$ cat src/rtl/apb_spi_master_bridge_if.sv
// APB3 bus bundle for the SPI master bridge.
// The slave modport is the bridge side; the master modport is the bus/initiator side.
interface apb_spi_master_bridge_if #(
  parameter int ADDR_W = 4
);
  logic              psel_i;
  logic              penable_i;
  logic              pwrite_i;
  logic [ADDR_W-1:0] paddr_bi;
  logic [31:0]       pwdata_bi;
  logic [31:0]       prdata_bo;
  logic              pready_o;
  logic              pslverr_o;

  modport slave (
    input  psel_i, penable_i, pwrite_i, paddr_bi, pwdata_bi,
    output prdata_bo, pready_o, pslverr_o
  );

  modport master (
    output psel_i, penable_i, pwrite_i, paddr_bi, pwdata_bi,
    input  prdata_bo, pready_o, pslverr_o
  );
endinterface

$ cat src/rtl/apb_spi_master_bridge.sv
// APB3 slave front-end for spi_master_driver.
// Software pushes bytes into a TX FIFO; a small sequencer launches one driver
// transfer per byte and stores each received byte into an RX FIFO that
// software drains by polling (or via the level interrupt).

// Simple synchronous FIFO; the caller guarantees push only when there is room
// (or a same-cycle pop) and pop only when not empty.
module apb_spi_master_bridge_fifo #(
  parameter int DEPTH = 4,
  parameter int W     = 8
) (
  input  logic         clk,
  input  logic         rst_n,
  input  logic         push,
  input  logic         pop,
  input  logic [W-1:0] wdata,
  output logic [W-1:0] rdata,
  output logic         empty,
  output logic         full
);
  localparam int PTR_W = (DEPTH > 1) ? $clog2(DEPTH) : 1;
  localparam logic [PTR_W-1:0] PTR_ONE  = PTR_W'(1);
  localparam logic [PTR_W:0]   CNT_ONE  = (PTR_W + 1)'(1);
  localparam logic [PTR_W:0]   CNT_FULL = (PTR_W + 1)'(DEPTH);

  logic [W-1:0]     mem_r [DEPTH];
  logic [PTR_W-1:0] wr_ptr_r;
  logic [PTR_W-1:0] rd_ptr_r;
  logic [PTR_W:0]   count_r;

  assign empty = (count_r == {(PTR_W + 1){1'b0}});
  assign full  = (count_r == CNT_FULL);
  assign rdata = mem_r[rd_ptr_r];

  // Storage array: written at the tail on every accepted push.
  always_ff @(posedge clk) begin
    if (push) begin
      mem_r[wr_ptr_r] <= wdata;
    end
  end

  // Pointers wrap naturally (power-of-two depth); the count tells full from empty.
  always_ff @(posedge clk or negedge rst_n) begin
    if (!rst_n) begin
      wr_ptr_r <= {PTR_W{1'b0}};
      rd_ptr_r <= {PTR_W{1'b0}};
      count_r  <= {(PTR_W + 1){1'b0}};
    end else begin
      if (push) begin
        wr_ptr_r <= wr_ptr_r + PTR_ONE;
      end
      if (pop) begin
        rd_ptr_r <= rd_ptr_r + PTR_ONE;
      end
      case ({push, pop})
        2'b10:   count_r <= count_r + CNT_ONE;
        2'b01:   count_r <= count_r - CNT_ONE;
        default: count_r <= count_r;
      endcase
    end
  end
endmodule

module apb_spi_master_bridge #(
  parameter int FIFO_DEPTH = 4,
  parameter int ADDR_W     = 4
) (
  input  logic                        clk_i,
  input  logic                        rst_i,
  apb_spi_master_bridge_if.slave      apb,
  output logic                        drv_start_o,
  output logic [7:0]                  drv_data_bo,
  input  logic                        drv_busy_i,
  input  logic [7:0]                  drv_data_bi,
  output logic                        irq_o
);
  typedef enum logic [2:0] {
    ST_IDLE      = 3'd0,
    ST_START     = 3'd1,
    ST_WAIT_BUSY = 3'd2,
    ST_XFER      = 3'd3,
    ST_STORE     = 3'd4
  } seq_state_t;

  seq_state_t  state_r;
  logic        drv_start_r;
  logic [7:0]  drv_data_r;
  logic [7:0]  rx_byte_r;
  logic [1:0]  wait_cnt_r;
  logic        enable_r;
  logic        irq_en_r;
  logic        rx_ovf_r;
  logic        irq_r;

  logic [ADDR_W-1:0] paddr_s;
  logic [1:0]  reg_sel_s;
  logic        access_s;
  logic        data_wr_s;
  logic        ctrl_wr_s;
  logic        tx_push_s;
  logic        tx_pop_s;
  logic        rx_push_s;
  logic        rx_pop_s;
  logic        ovf_set_s;
  logic        tx_empty_s;
  logic        tx_full_s;
  logic        rx_empty_s;
  logic        rx_full_s;
  logic [7:0]  tx_head_s;
  logic [7:0]  rx_head_s;
  logic        seq_busy_s;
  logic [31:0] status_s;
  logic [31:0] prdata_s;
  logic        pslverr_s;
  logic        unused_bits_s;

  assign paddr_s       = apb.paddr_bi;
  assign reg_sel_s     = paddr_s[3:2];
  assign unused_bits_s = ^{apb.pwdata_bi, paddr_s};
  assign access_s      = apb.psel_i & apb.penable_i;

  assign data_wr_s = access_s & apb.pwrite_i & (reg_sel_s == 2'd0);
  assign ctrl_wr_s = access_s & apb.pwrite_i & (reg_sel_s == 2'd2);
  assign rx_pop_s  = access_s & ~apb.pwrite_i & (reg_sel_s == 2'd0) & ~rx_empty_s;

  // The sequencer pops the TX head in IDLE; a full FIFO still accepts a
  // write in the cycle the sequencer frees a slot.
  assign tx_pop_s  = (state_r == ST_IDLE) & enable_r & ~tx_empty_s;
  assign tx_push_s = data_wr_s & (~tx_full_s | tx_pop_s);

  assign rx_push_s = (state_r == ST_STORE) & (~rx_full_s | rx_pop_s);
  assign ovf_set_s = (state_r == ST_STORE) & rx_full_s & ~rx_pop_s;

  assign seq_busy_s = (state_r != ST_IDLE);
  assign status_s   = {26'd0, rx_ovf_r, seq_busy_s, rx_full_s, rx_empty_s,
                       tx_full_s, tx_empty_s};

  apb_spi_master_bridge_fifo #(.DEPTH(FIFO_DEPTH), .W(8)) u_tx_fifo (
    .clk   (clk_i),
    .rst_n (rst_i),
    .push  (tx_push_s),
    .pop   (tx_pop_s),
    .wdata (apb.pwdata_bi[7:0]),
    .rdata (tx_head_s),
    .empty (tx_empty_s),
    .full  (tx_full_s)
  );

  apb_spi_master_bridge_fifo #(.DEPTH(FIFO_DEPTH), .W(8)) u_rx_fifo (
    .clk   (clk_i),
    .rst_n (rst_i),
    .push  (rx_push_s),
    .pop   (rx_pop_s),
    .wdata (rx_byte_r),
    .rdata (rx_head_s),
    .empty (rx_empty_s),
    .full  (rx_full_s)
  );

  // Read mux and error decode; both are only meaningful in the access phase.
  always_comb begin
    prdata_s  = 32'd0;
    pslverr_s = 1'b0;
    if (access_s) begin
      case (reg_sel_s)
        2'd0: begin
          if (apb.pwrite_i) begin
            pslverr_s = tx_full_s & ~tx_pop_s;
          end else begin
            prdata_s = rx_empty_s ? 32'd0 : {24'd0, rx_head_s};
          end
        end
        2'd1: begin
          prdata_s = apb.pwrite_i ? 32'd0 : status_s;
        end
        2'd2: begin
          prdata_s = apb.pwrite_i ? 32'd0 : {30'd0, irq_en_r, enable_r};
        end
        default: begin
          pslverr_s = apb.pwrite_i;
        end
      endcase
    end else begin
      prdata_s  = 32'd0;
      pslverr_s = 1'b0;
    end
  end

  assign apb.prdata_bo = prdata_s;
  assign apb.pslverr_o = pslverr_s;
  assign apb.pready_o  = 1'b1;

  // CTRL register and sticky overflow; a new overflow wins over a same-cycle clear.
  always_ff @(posedge clk_i or negedge rst_i) begin
    if (!rst_i) begin
      enable_r <= 1'b0;
      irq_en_r <= 1'b0;
      rx_ovf_r <= 1'b0;
    end else begin
      if (ctrl_wr_s) begin
        enable_r <= apb.pwdata_bi[0];
        irq_en_r <= apb.pwdata_bi[1];
      end
      if (ovf_set_s) begin
        rx_ovf_r <= 1'b1;
      end else if (ctrl_wr_s && apb.pwdata_bi[2]) begin
        rx_ovf_r <= 1'b0;
      end
    end
  end

  // Level interrupt, registered for a clean output.
  always_ff @(posedge clk_i or negedge rst_i) begin
    if (!rst_i) begin
      irq_r <= 1'b0;
    end else begin
      irq_r <= irq_en_r & (~rx_empty_s | rx_ovf_r);
    end
  end

  // Transfer sequencer: pop, pulse start, wait for busy, capture, store.
  always_ff @(posedge clk_i or negedge rst_i) begin
    if (!rst_i) begin
      state_r     <= ST_IDLE;
      drv_start_r <= 1'b0;
      drv_data_r  <= 8'd0;
      rx_byte_r   <= 8'd0;
      wait_cnt_r  <= 2'd0;
    end else begin
      case (state_r)
        ST_IDLE: begin
          if (tx_pop_s) begin
            drv_data_r  <= tx_head_s;
            drv_start_r <= 1'b1;
            state_r     <= ST_START;
          end else begin
            drv_start_r <= 1'b0;
          end
        end
        ST_START: begin
          drv_start_r <= 1'b0;
          wait_cnt_r  <= 2'd0;
          state_r     <= ST_WAIT_BUSY;
        end
        ST_WAIT_BUSY: begin
          // A driver that never answers must not hang the sequencer.
          if (drv_busy_i) begin
            state_r <= ST_XFER;
          end else if (wait_cnt_r == 2'd3) begin
            state_r <= ST_IDLE;
          end else begin
            wait_cnt_r <= wait_cnt_r + 2'd1;
          end
        end
        ST_XFER: begin
          if (!drv_busy_i) begin
            rx_byte_r <= drv_data_bi;
            state_r   <= ST_STORE;
          end
        end
        ST_STORE: begin
          state_r <= ST_IDLE;
        end
        default: begin
          drv_start_r <= 1'b0;
          state_r     <= ST_IDLE;
        end
      endcase
    end
  end

  assign drv_start_o = drv_start_r;
  assign drv_data_bo = drv_data_r;
  assign irq_o       = irq_r;
endmodule

$ cat src/flat_wrapper.sv
// flat-port wrapper written by rule: the top's interface ports become plain ports
module apb_spi_master_bridge_flat 
#(
  parameter int FIFO_DEPTH = 4,
  parameter int ADDR_W     = 4
)
  (clk_i, rst_i, drv_start_o, drv_data_bo, drv_busy_i, drv_data_bi, irq_o, apb_psel_i, apb_penable_i, apb_pwrite_i, apb_paddr_bi, apb_pwdata_bi, apb_prdata_bo, apb_pready_o, apb_pslverr_o);
  apb_spi_master_bridge_if #(.ADDR_W(ADDR_W)) apb_i ();
  input  logic clk_i;
  input  logic rst_i;
  output logic drv_start_o;
  output logic [7:0] drv_data_bo;
  input  logic drv_busy_i;
  input  logic [7:0] drv_data_bi;
  output logic irq_o;
  input wire logic [$bits(apb_i.psel_i)-1:0] apb_psel_i;
  input wire logic [$bits(apb_i.penable_i)-1:0] apb_penable_i;
  input wire logic [$bits(apb_i.pwrite_i)-1:0] apb_pwrite_i;
  input wire logic [$bits(apb_i.paddr_bi)-1:0] apb_paddr_bi;
  input wire logic [$bits(apb_i.pwdata_bi)-1:0] apb_pwdata_bi;
  output wire logic [$bits(apb_i.prdata_bo)-1:0] apb_prdata_bo;
  output wire logic [$bits(apb_i.pready_o)-1:0] apb_pready_o;
  output wire logic [$bits(apb_i.pslverr_o)-1:0] apb_pslverr_o;
  assign apb_i.psel_i = apb_psel_i;
  assign apb_i.penable_i = apb_penable_i;
  assign apb_i.pwrite_i = apb_pwrite_i;
  assign apb_i.paddr_bi = apb_paddr_bi;
  assign apb_i.pwdata_bi = apb_pwdata_bi;
  assign apb_prdata_bo = apb_i.prdata_bo;
  assign apb_pready_o = apb_i.pready_o;
  assign apb_pslverr_o = apb_i.pslverr_o;
  apb_spi_master_bridge #(.FIFO_DEPTH(FIFO_DEPTH), .ADDR_W(ADDR_W)) u_core (.clk_i(clk_i), .rst_i(rst_i), .apb(apb_i), .drv_start_o(drv_start_o), .drv_data_bo(drv_data_bo), .drv_busy_i(drv_busy_i), .drv_data_bi(drv_data_bi), .irq_o(irq_o));
endmodule
$ cat config.mk
export PLATFORM = sky130hd
export DESIGN_NAME = apb_spi_master_bridge_flat
export DESIGN_NICKNAME = d
export VERILOG_FILES = /design/src/rtl/apb_spi_master_bridge_if.sv /design/src/rtl/apb_spi_master_bridge.sv /design/src/flat_wrapper.sv
export SDC_FILE = /design/constraint.sdc
export NUM_CORES = 1
export LEC_CHECK = 0
export ABC_AREA = 1
export CORE_MARGIN = 10
export CORE_UTILIZATION = 49
export DETAILED_ROUTE_END_ITERATION = 7
export HOLD_SLACK_MARGIN = 0.12
export PLACE_DENSITY = 0.76
export SLEW_MARGIN = 40
export SYNTH_ARGS = -nofsm -noshare
export SYNTH_HDL_FRONTEND = slang
export SYNTH_SLANG_ARGS = --single-unit
$ cat constraint.sdc
create_clock -name clk_i -period 5.4 [get_ports clk_i]
set_input_delay 1.08 -clock clk_i [delete_from_list [all_inputs] [get_ports clk_i]]
set_output_delay 1.08 -clock clk_i [all_outputs]
set_load 0.005 [all_outputs]
==> impl_results.md <==
* Outcome: finished, final reports clean
* Hold Path Stages at 2
* RSZ-0062 raised after global routing: no
* Top cell type's share of synthesized area at 39.4%
* Hpwl dp at 6.63 mm
* Drt pass-1 iters at 4
* Final worst slack at 1.37 ns
* Ant. Diodes at 0
* Fmax achieved at 248 MHz
* Setup bufs post-CTS at 0
* Clock root cell: clkbuf_8
* 1st-iter DRT viols at 185
* CTS tree: done
* Critical path's slowest cell: clkdlybuf4s50_1
* Post-synthesis cell type count at 34
* Crit-path max cell delay at 0.56 ns
* Layout fillers at 814
* Period utilisation layout at 74.7%
* Clock-pin slew on the worst setup and hold paths at 0.09 ns
* First-pass GRT wire length at 15.4 mm
* Dpl cell area at 5260 sq um
* Total GRT Usage at 13.3%
* Number of global-route vias before repair at 3271
* Die height at 120 um
* Combinational power share at 30.9%
* Final hold violation count at 0
* Place WS at 1.40 ns
* Max cap viols at 0
* Routability cong. at 0.803
* P_int at 1.60 mW
* Crit path required time at 4.32 ns
* Final setup violation count at 0
* I/O Pins at 94
* Util after Layout at 56.3%
* Leakage at 2.36 nW
* Post-Route Skew at 0.00762 ns
* Crit Path Max Fanout at 6
* Synthesized cell area at 4870 sq um
* Setup TNS at 0 ns
* Area share of xor/xnor cells in the synthesized design at 1.26%
* Largest net degree at the start of global routing at 41
* Slew of the pin with the lowest slew margin at 0.775 ns
* Clock tree buffer depth at 2
* Yosys warnings at 0
* Core Rows at 36
* Tmin final at 4.03 ns
* Grt peak-use layer: met2
* Simple-gate area share of the yosys netlist at 18.8%
* Crit Reg-Reg Startpoint: u_core.state_r[0]
* Area of the die at 14300 sq um
* Post-CTS Hold Buffers at 0
* Initial antenna violation count at 0
* Post-route antenna net violation count at 0
* Flop2flop setup slack at 3.06 ns
* Synthesis-to-finish area growth at 12.5%
* Synth area leaders: edfxtp_1 39%, dfrtp_1 21%, nand2_1 9.3%, buf_4 4.9%, inv_1 3.8%
* NetSw at 893 uW
* Worst skew pair latency at 0.36 ns
* FF-to-FF End: u_core.u_tx_fifo.count_r[2]
* Largest family of logic cells by synthesized area: simple AND/OR/NAND/NOR gates
* Hold Crit Start: u_core.drv_data_bo[7]
* Total Power at 2.50 mW
* Design Area, Final at 5480 sq um
* Post-synthesis register bit count at 104
* WL final at 9.18 mm
* Slew margin rel. at 48.1%
* Post-synthesis sequential area ratio at 60.0%
* Clock power share at 20.9%
* Htree depth at 3
* Setup crit start: apb_paddr_bi[3]
* WS Path Type: in -> out
* Crit path top cell by count: clkdlybuf4s50_1
* Initial core utilization at 50.1%
* Total core area at 9730 sq um
* Port Buffer Count at 42
* Avg Cell Area, Syn at 10.0 sq um
* Max-slew violation count at 0
* Vias at 3180
* Peak VDD IR at 0.245 mV
* Post-synthesis compound-gate area fraction at 5.78%
* Layout cells sized above 1 at 7.56%
* WL/cell at 13.9 um
* # DRC at 0
* WHS Endpoint: u_core.drv_data_bo[7]
* Mux contribution to synthesized area at 0%
* Overflow after GRT at 0
* Area leader, netlist: edfxtp_1
* Min-Delay Path Class: reg -> reg
* Adder-cell share of the synthesized area at 3.65%
* Critical-path cell list: clkdlybuf4s50_1 > inv_1 > nand2_2 > a21oi_2 > nand3_1 > a21oi_1 > clkdlybuf4s50_1
* Vias per cell at 4.80
* Final nets at 587
* Critical path launch point type: input pin
* Critical Path AT at 2.95 ns
* CTS Buf Count at 9
* Synth Instances at 485
* Die Wd at 120 um
* Clk sinks at 104
* Cells on worst reg2reg path at 11
* Met1 usage at 15.7%
* Post-cts resize count at 0
* Sw frac at 35.8%
* GR Util met2 at 22.3%
* Register share of total power at 48.2%
* Worst setup EP type: output port
* Global Route met3 Usage at 4.36%
* PwrDens at 455 nW/um^2
worst max-delay path, delay by kind of cell:
kind | cells | cell delay [ns]
buffers and inverters | 3 | 1.21
AOI/OAI and AO/OA | 2 | 0.48
and+or+nand+nor | 2 | 0.19
worst max-delay path by stage:
stage / end / slack [ns] / cells after the start
after floorplan: apb_prdata_bo[6] / 2.58 / 6
after global placement: apb_prdata_bo[6] / 1.44 / 8
after detailed placement: apb_prdata_bo[5] / 1.40 / 7
after CTS: apb_prdata_bo[5] / 1.40 / 7
after global routing: apb_prdata_bo[5] / 1.31 / 7
final: apb_prdata_bo[3] / 1.37 / 7
stage by stage:
stage	hold slack [ns]	std cells
final	0.483	662
after global routing	0.516	662
after CTS	0.490	662
after detailed placement	0.464	646
after global placement	0.458	646
after floorplan	0.446	508
flip-flops by register name (all words and copies together) (netlist names), 3 cells and up:
name and count:
u_core.rx_byte_r 8, u_core.u_rx_fifo.mem_r 32, u_core.u_tx_fifo.mem_r 32, u_core.u_rx_fifo.count_r 3, u_core.state_r 3, u_core.drv_data_bo 8
u_core.u_tx_fifo.count_r 3
synthesized netlist by cell type, drive strengths merged:
cell type / n
xnor2: 3
xor2: 4
ha: 11
nand2: 127
conb: 2
a21oi: 15
edfxtp: 64
clkinv: 3
nor2: 51
a21o: 1
nand3b: 1
inv: 55
nor3: 3
fa: 2
buf: 37
nand4: 2
o21ai: 36
nand3: 28
dfrtp: 40
power by group through the flow:
stage | sequential, mW | combinational, mW | clock, mW
after floorplan | 1.13 | 0.667 | 0
after global placement | 1.21 | 0.740 | 0
after detailed placement | 1.22 | 0.778 | 0
after CTS | 1.20 | 0.782 | 0.531
after global routing | 1.23 | 0.901 | 0.573
final | 1.20 | 0.771 | 0.521
layer usage:
metal	wire (um)	vias up
li1	-	1584
met1	4090	1494
met2	4290	90
met3	652	12
met4	146	0
met5	0	-
cell type report:
type                            instances  area (sq um)  share of cell area, %
Sequential cell                       104          2920                   53.3
Multi-Input combinational cell        309          1530                   28.0
Timing Repair Buffer                   42           418                   7.62
Inverter                               58           223                   4.06
Tap cell                              133           166                   3.04
Clock buffer                           10           128                   2.33
Clock inverter                          6          91.3                   1.67
kinds of logic after synthesis:
group                    Yosys count
other                              2
adder cells (fa/ha/maj)           13
AO/OA/AOI/OAI                     52
AND/OR/NAND/NOR                  212
buffers and inverters             95
flip-flops                       104
XOR/XNOR                           7
placed cells by master, fill, tap and decap left out, types with 2 or more instances in the layout:
cell type        netlist  routed
nand2_1              121     121
clkinv_2               2       2
o21ai_0               31      31
inv_2                  5       5
fa_1                   2       2
dfrtp_1               40      40
xnor2_1                3       3
clkdlybuf4s50_1        0      41
ha_1                  11      11
nor2_1                49      48
clkbuf_8               0       9
o21ai_2                2       2
clkinv_1               1       2
edfxtp_1              64      64
conb_1                 2      25
a21oi_2                3       3
o21ai_1                3       3
xor2_1                 4       4
a21oi_1               12      12
nor3_1                 2       2
bufinv_16              0       2
nand2_2                3       3
inv_1                 49      49
nand2_4                3       3
nand3_1               27      27
nor2_2                 1       2
No activity file was read; power rests on OpenSTA's default activity.
